$ cat src/rtl/mano_dr_isz_unit_if.sv
// Bus-side signal bundle for the parametrised Mano DR: IR/bus/timing inputs in, DR contents and ISZ status out.
// No valid/ready handshake: every input is sampled on each rising CLK edge and qualified only by the decoded timing step t.
interface mano_dr_isz_unit_if #(
  parameter int WIDTH = 16,
  parameter int TW    = 3
);
  logic [WIDTH-1:0] IN_IR;
  logic [WIDTH-1:0] IN;
  logic [TW-1:0]    t;
  logic             CLR_DR;
  logic [WIDTH-1:0] Q_DR;
  logic             DR_TO_BUS;
  logic             SKIP;
  logic             DR_ZERO;
  logic             WRAP;
  logic             SEQ_ERR;
  logic [1:0]       DBG_STATE;

  modport master (
    output IN_IR, IN, t, CLR_DR,
    input  Q_DR, DR_TO_BUS, SKIP, DR_ZERO, WRAP, SEQ_ERR, DBG_STATE
  );

  modport slave (
    input  IN_IR, IN, t, CLR_DR,
    output Q_DR, DR_TO_BUS, SKIP, DR_ZERO, WRAP, SEQ_ERR, DBG_STATE
  );
endinterface

$ cat src/rtl/mano_dr_isz_unit.sv
// Parametrised Mano DR: decodes opcode/timing, loads and increments DR, and sequences the ISZ
// increment/writeback/skip through a three-state FSM whose state is exported on DBG_STATE.
module mano_dr_isz_unit #(
  parameter int         WIDTH   = 16,
  parameter int         TW      = 3,
  parameter logic [7:0] LD_MASK = 8'b0100_0111,
  parameter logic [2:0] ISZ_OP  = 3'd6,
  parameter int         LD_T    = 4,
  parameter int         INC_T   = 5,
  parameter int         WB_T    = 6
) (
  input  logic                CLK,
  input  logic                RST_N,
  mano_dr_isz_unit_if.slave   bus
);

  typedef enum logic [1:0] {
    S_IDLE   = 2'd0,
    S_LOADED = 2'd1,
    S_INCED  = 2'd2
  } state_t;

  localparam int TN = 2 ** TW;

  state_t           r_state;
  state_t           w_state_nxt;
  logic [WIDTH-1:0] r_dr;
  logic [WIDTH-1:0] w_dr_nxt;
  logic             r_dr_zero;
  logic             r_wrap;
  logic             w_wrap_nxt;
  logic             r_seq_err;
  logic             w_seq_err_nxt;

  logic [2:0]       w_op;
  logic [TN-1:0]    w_t_hot;
  logic             w_memref;
  logic             w_ld;
  logic             w_inc;
  logic             w_new_instr;
  logic             w_dr_to_bus;
  logic             w_unused;

  assign w_op        = bus.IN_IR[WIDTH-2 -: 3];
  assign w_t_hot     = {{(TN-1){1'b0}}, 1'b1} << bus.t;
  assign w_memref    = (w_op != 3'd7);
  assign w_ld        = w_memref & LD_MASK[w_op] & w_t_hot[LD_T];
  assign w_inc       = w_memref & (w_op == ISZ_OP) & w_t_hot[INC_T];
  assign w_new_instr = (bus.t == '0);

  // The I bit and the address field never gate a DR action.
  assign w_unused = ^{bus.IN_IR[WIDTH-1], bus.IN_IR[WIDTH-5:0], w_t_hot};

  always_comb begin
    w_dr_nxt      = r_dr;
    w_wrap_nxt    = 1'b0;
    w_seq_err_nxt = w_inc & (r_state != S_LOADED);
    if (bus.CLR_DR) begin
      w_dr_nxt = '0;
    end else if (w_ld) begin
      w_dr_nxt = bus.IN;
    end else if (w_inc && (r_state == S_LOADED)) begin
      w_dr_nxt   = r_dr + {{(WIDTH-1){1'b0}}, 1'b1};
      w_wrap_nxt = &r_dr;
    end
  end

  // A clear beside the increment still advances the FSM; a clear beside the load does not.
  always_comb begin
    w_state_nxt = r_state;
    unique case (r_state)
      S_IDLE:   if (w_ld && (w_op == ISZ_OP) && !bus.CLR_DR) w_state_nxt = S_LOADED;
      S_LOADED: if (w_inc) w_state_nxt = S_INCED;
      S_INCED:  if (w_t_hot[WB_T]) w_state_nxt = S_IDLE;
      default:  w_state_nxt = S_IDLE;
    endcase
    if (w_new_instr) w_state_nxt = S_IDLE;
  end

  always_ff @(posedge CLK or negedge RST_N) begin
    if (!RST_N) begin
      r_state   <= S_IDLE;
      r_dr      <= '0;
      r_dr_zero <= 1'b1;
      r_wrap    <= 1'b0;
      r_seq_err <= 1'b0;
    end else begin
      r_state   <= w_state_nxt;
      r_dr      <= w_dr_nxt;
      r_dr_zero <= (w_dr_nxt == '0);
      r_wrap    <= w_wrap_nxt;
      r_seq_err <= w_seq_err_nxt;
    end
  end

  assign w_dr_to_bus   = (r_state == S_INCED) & w_t_hot[WB_T];
  assign bus.DR_TO_BUS = w_dr_to_bus;
  assign bus.SKIP      = w_dr_to_bus & r_dr_zero;
  assign bus.Q_DR      = r_dr;
  assign bus.DR_ZERO   = r_dr_zero;
  assign bus.WRAP      = r_wrap;
  assign bus.SEQ_ERR   = r_seq_err;
  assign bus.DBG_STATE = r_state;

endmodule

$ cat src/flat_wrapper.sv
// flat-port wrapper written by rule: the top's interface ports become plain ports
module mano_dr_isz_unit_flat 
#(
  parameter int         WIDTH   = 16,
  parameter int         TW      = 3,
  parameter logic [7:0] LD_MASK = 8'b0100_0111,
  parameter logic [2:0] ISZ_OP  = 3'd6,
  parameter int         LD_T    = 4,
  parameter int         INC_T   = 5,
  parameter int         WB_T    = 6
)
  (CLK, RST_N, bus_IN_IR, bus_IN, bus_t, bus_CLR_DR, bus_Q_DR, bus_DR_TO_BUS, bus_SKIP, bus_DR_ZERO, bus_WRAP, bus_SEQ_ERR, bus_DBG_STATE);
  mano_dr_isz_unit_if #(.WIDTH(WIDTH), .TW(TW)) bus_i ();
  input  logic CLK;
  input  logic RST_N;
  input wire logic [$bits(bus_i.IN_IR)-1:0] bus_IN_IR;
  input wire logic [$bits(bus_i.IN)-1:0] bus_IN;
  input wire logic [$bits(bus_i.t)-1:0] bus_t;
  input wire logic [$bits(bus_i.CLR_DR)-1:0] bus_CLR_DR;
  output wire logic [$bits(bus_i.Q_DR)-1:0] bus_Q_DR;
  output wire logic [$bits(bus_i.DR_TO_BUS)-1:0] bus_DR_TO_BUS;
  output wire logic [$bits(bus_i.SKIP)-1:0] bus_SKIP;
  output wire logic [$bits(bus_i.DR_ZERO)-1:0] bus_DR_ZERO;
  output wire logic [$bits(bus_i.WRAP)-1:0] bus_WRAP;
  output wire logic [$bits(bus_i.SEQ_ERR)-1:0] bus_SEQ_ERR;
  output wire logic [$bits(bus_i.DBG_STATE)-1:0] bus_DBG_STATE;
  assign bus_i.IN_IR = bus_IN_IR;
  assign bus_i.IN = bus_IN;
  assign bus_i.t = bus_t;
  assign bus_i.CLR_DR = bus_CLR_DR;
  assign bus_Q_DR = bus_i.Q_DR;
  assign bus_DR_TO_BUS = bus_i.DR_TO_BUS;
  assign bus_SKIP = bus_i.SKIP;
  assign bus_DR_ZERO = bus_i.DR_ZERO;
  assign bus_WRAP = bus_i.WRAP;
  assign bus_SEQ_ERR = bus_i.SEQ_ERR;
  assign bus_DBG_STATE = bus_i.DBG_STATE;
  mano_dr_isz_unit #(.WIDTH(WIDTH), .TW(TW), .LD_MASK(LD_MASK), .ISZ_OP(ISZ_OP), .LD_T(LD_T), .INC_T(INC_T), .WB_T(WB_T)) u_core (.CLK(CLK), .RST_N(RST_N), .bus(bus_i));
endmodule
$ cat config.mk
export PLATFORM = sky130hd
export DESIGN_NAME = mano_dr_isz_unit_flat
export DESIGN_NICKNAME = d
export VERILOG_FILES = /design/src/rtl/mano_dr_isz_unit_if.sv /design/src/rtl/mano_dr_isz_unit.sv /design/src/flat_wrapper.sv
export SDC_FILE = /design/constraint.sdc
export NUM_CORES = 1
export LEC_CHECK = 0
export ABC_AREA = 1
export CAP_MARGIN = 0
export CORE_AREA = 4 4 80 82
export CTS_BUF_LIST = sky130_fd_sc_hd__clkbuf_8 sky130_fd_sc_hd__clkbuf_16
export DETAILED_ROUTE_END_ITERATION = 16
export DIE_AREA = 0 0 84 86
export GPL_TIMING_DRIVEN = 0
export PLACE_DENSITY = 0.65
export SYNTH_ARGS = -nofsm -noshare
export SYNTH_HDL_FRONTEND = slang
export SYNTH_SLANG_ARGS = --single-unit
export TNS_END_PERCENT = 1
$ cat constraint.sdc
create_clock -name CLK -period 3.15 [get_ports CLK]
set_clock_uncertainty 0.15 [all_clocks]
set_input_delay 0.4725 -clock CLK [delete_from_list [all_inputs] [get_ports CLK]]
set_output_delay 0.4725 -clock CLK [all_outputs]
set_load 0.02 [all_outputs]
==> impl_metrics.yaml <==
status:
  status: "finished clean"
final_layout:
  final_cell_mix: "nand2_1, inv_1, clkdlybuf4s50_1"
  fillCellCount: 633
  drive_above_1_share: 0.06463
  final_cells: 369
  n_antenna_cell: 0
  design_area_sq_um: 2167
  layout.nets: 334
  area_growth_pct: 39.12
  final_common_cell: "nand2_1"
  post-route-util: 0.3772
die:
  coreArea_sq_um: 5746
  die_width_um: 84
  die_y_um: 86
  row_count: 28
  io_pins: 61
  dieArea_sq_um: 7224
  start_util: 0.2711
flow_run:
  drv_cap: 0
logic_synthesis:
  synth_edf_count: 0
  synth-seq-area-share: 0.3382
  postSynthCellCount: 243
  synth_flop_cell: "dfrtp_1"
  avgSynthCellArea_sq_um: 6.410
  ys_seq_elements: 21
  synth_warnings: 0
  syn-cell-area_sq_um: 1558
  synth_fp_nets: 282
  ys_async_sr_fraction: 1.000
  synth_cell_type_count: 29
cts:
  clock_latency_ps: 270
  htreeDepth: 1
  cts-root-buf: "clkbuf_8"
  cts_resized: 0
  path_clk_slew_ps: 80
  clock-sinks: 21
  cts_buffer_depth: 2
  cts_setup_buffers: 0
  cts_tree: "done"
  cts-buffers-inserted: 3
  ctsHoldBuffers: 0
critical_path:
  startpoint: "bus_t[2]"
  start_kind: "input pin"
  cp-end-kind: "output port"
  critPathKind: "input pin to output port"
  cp_max_fo: 3
  r2r-start: "u_core.bus.Q_DR[1]"
  worstPathCellList: "clkdlybuf4s50_1, inv_1, nor3_1, inv_1, nor3_1, clkdlybuf4s50_1"
  cp_slowest_stage_delay_ps: 630
  arrival_ps: 2140
  cp.required_ps: 2530
  cp_slowest_cell: "clkdlybuf4s50_1"
detailed_routing:
  firstDrtPassIters: 4
  via_per_inst: 4.425
  totalWireLength_um: 4428
  via_count: 1633
  drc: 0
  postRouteAntennaNets: 0
  wl_per_cell_um: 12.00
  drtIter0Drc: 76
global_route:
  antenna_found_initial: 0
  grt_pass1_vias: 1621
  grt_overflow: 0
  track_usage: 0.1295
  grt_util_met3: 0.02594
  grt_max_degree: 22
  grt-busiest-layer: "met2"
  use_met1: 0.1681
  grt_use_met2: 0.2111
  grt_pass1_wl_um: 7472
timing:
  slew_violations: 0
  setup-violations-final: 0
  rsz0062_at_grt: "false"
  fin_crit_ps: 2766
  setup_tns_ps: 0
  tightest_slew_ps: 942.6
  fin_crit_sh: 0.8780
  relSlewSlack: 0.3696
  hold_viol_final: 0
  fmax_mhz: 361.6
placed_design:
  port_buffers: 47
  place_congestion: 0.8910
  dp_hpwl_um: 3503
  place_area_sq_um: 2122
  dp_cells: 365
hold_path:
  hold_class: "flip-flop to flip-flop"
  hold_path.startpoint: "u_core.bus.Q_DR[15]"
power:
  peakVddDrop_v: 0.0001484
  power_leakage_nw: 1.092
  powerDensity_nw_per_um2: 328.5
-- routing by layer --
metal,part of all wire,vias up
met1,0.46,727
met2,0.47,39
met3,0.054,5
met4,0.016,0
li1,-,862
met5,0,-
-- cells in the mapped netlist, types with 2 or more instances --
master | instances | area share
nor2_2 | 3 | 0.012
nor3_1 | 9 | 0.029
nand2_1 | 77 | 0.19
inv_1 | 46 | 0.11
buf_2 | 2 | 0.0064
dfrtp_1 | 20 | 0.32
nand3_1 | 24 | 0.077
nand3b_1 | 6 | 0.029
o21ai_1 | 3 | 0.0096
o21ai_0 | 13 | 0.042
o21ai_2 | 3 | 0.017
nor2_1 | 20 | 0.048
-- logic make-up (layout without fill, tap and decap cells) --
group / after synthesis / count (layout) / share of synthesized area
simple gates: 147 / 147 / 0.4354
buf+inv: 50 / 101 / 0.1269
compound gates: 22 / 22 / 0.08032
flops: 21 / 21 / 0.3382
xor+xnor: 2 / 2 / 0.01125
fa+ha+maj: 1 / 1 / 0.008031
-- path summary, 6_finish.rpt --
| check | endpoint | slack [ps] | depth (start not counted) |
|---|---|---|---|
| max | bus_DR_TO_BUS | 380 | 6 |
| min | u_core.bus.WRAP | 410 | 2 |
| max reg2reg | u_core.bus.DR_ZERO | 1020 | 13 |
| min reg2reg | u_core.bus.WRAP | 410 | 2 |
| max in group asynchronous | u_core.bus.Q_DR[7] | 1710 | 1 |
| min in group asynchronous | u_core.bus.Q_DR[11] | 570 | 1 |
-- stage by stage --
| step | setup WS, ps | hold slack, ps | power (mW) |
|---|---|---|---|
| CTS | 386.9 | 413.6 | 0.7139 |
| detailed placement | 394.9 | 401.9 | 0.5312 |
| floorplan | 1282 | 26.91 | 0.4262 |
| global route | 240.7 | 426.8 | 0.7448 |
| global placement | 428.3 | 393.1 | 0.5253 |
| finish | 384.3 | 411.0 | 0.7119 |
-- where the power goes --
group	total [mW]	switching (mW)	leakage (nW)	internal, mW
Combinational	0.212	0.119	0.782	0.0930
Clock	0.188	0.100	0.0269	0.0874
Sequential	0.313	0.0221	0.283	0.291
-- layout make-up --
| type | count | area, sq um | share of cell area |
|---|---|---|---|
| multi-input cells | 172 | 833.3 | 0.3845 |
| flip-flops and latches | 21 | 526.8 | 0.2431 |
| repair buffers | 47 | 470.5 | 0.2171 |
| inverters | 46 | 172.7 | 0.07968 |
| well taps | 75 | 93.84 | 0.04330 |
| clock buffers | 3 | 41.29 | 0.01905 |
| plain buffers | 4 | 25.02 | 0.01155 |
| clock inverters | 1 | 3.754 | 0.001732 |
-- state kept, by name, indices dropped and copies added (netlist names) --
name	flops
u_core.bus.Q_DR	16
u_core.bus.DBG_STATE	2
u_core.bus.DR_ZERO	1
u_core.bus.SEQ_ERR	1
u_core.bus.WRAP	1
-- critical path, delay by kind of cell --
kind	cells	cell delay, ps
AND/OR/NAND/NOR	2	390
buffers and inverters	4	1280
No activity file was read; power rests on OpenSTA's default activity.
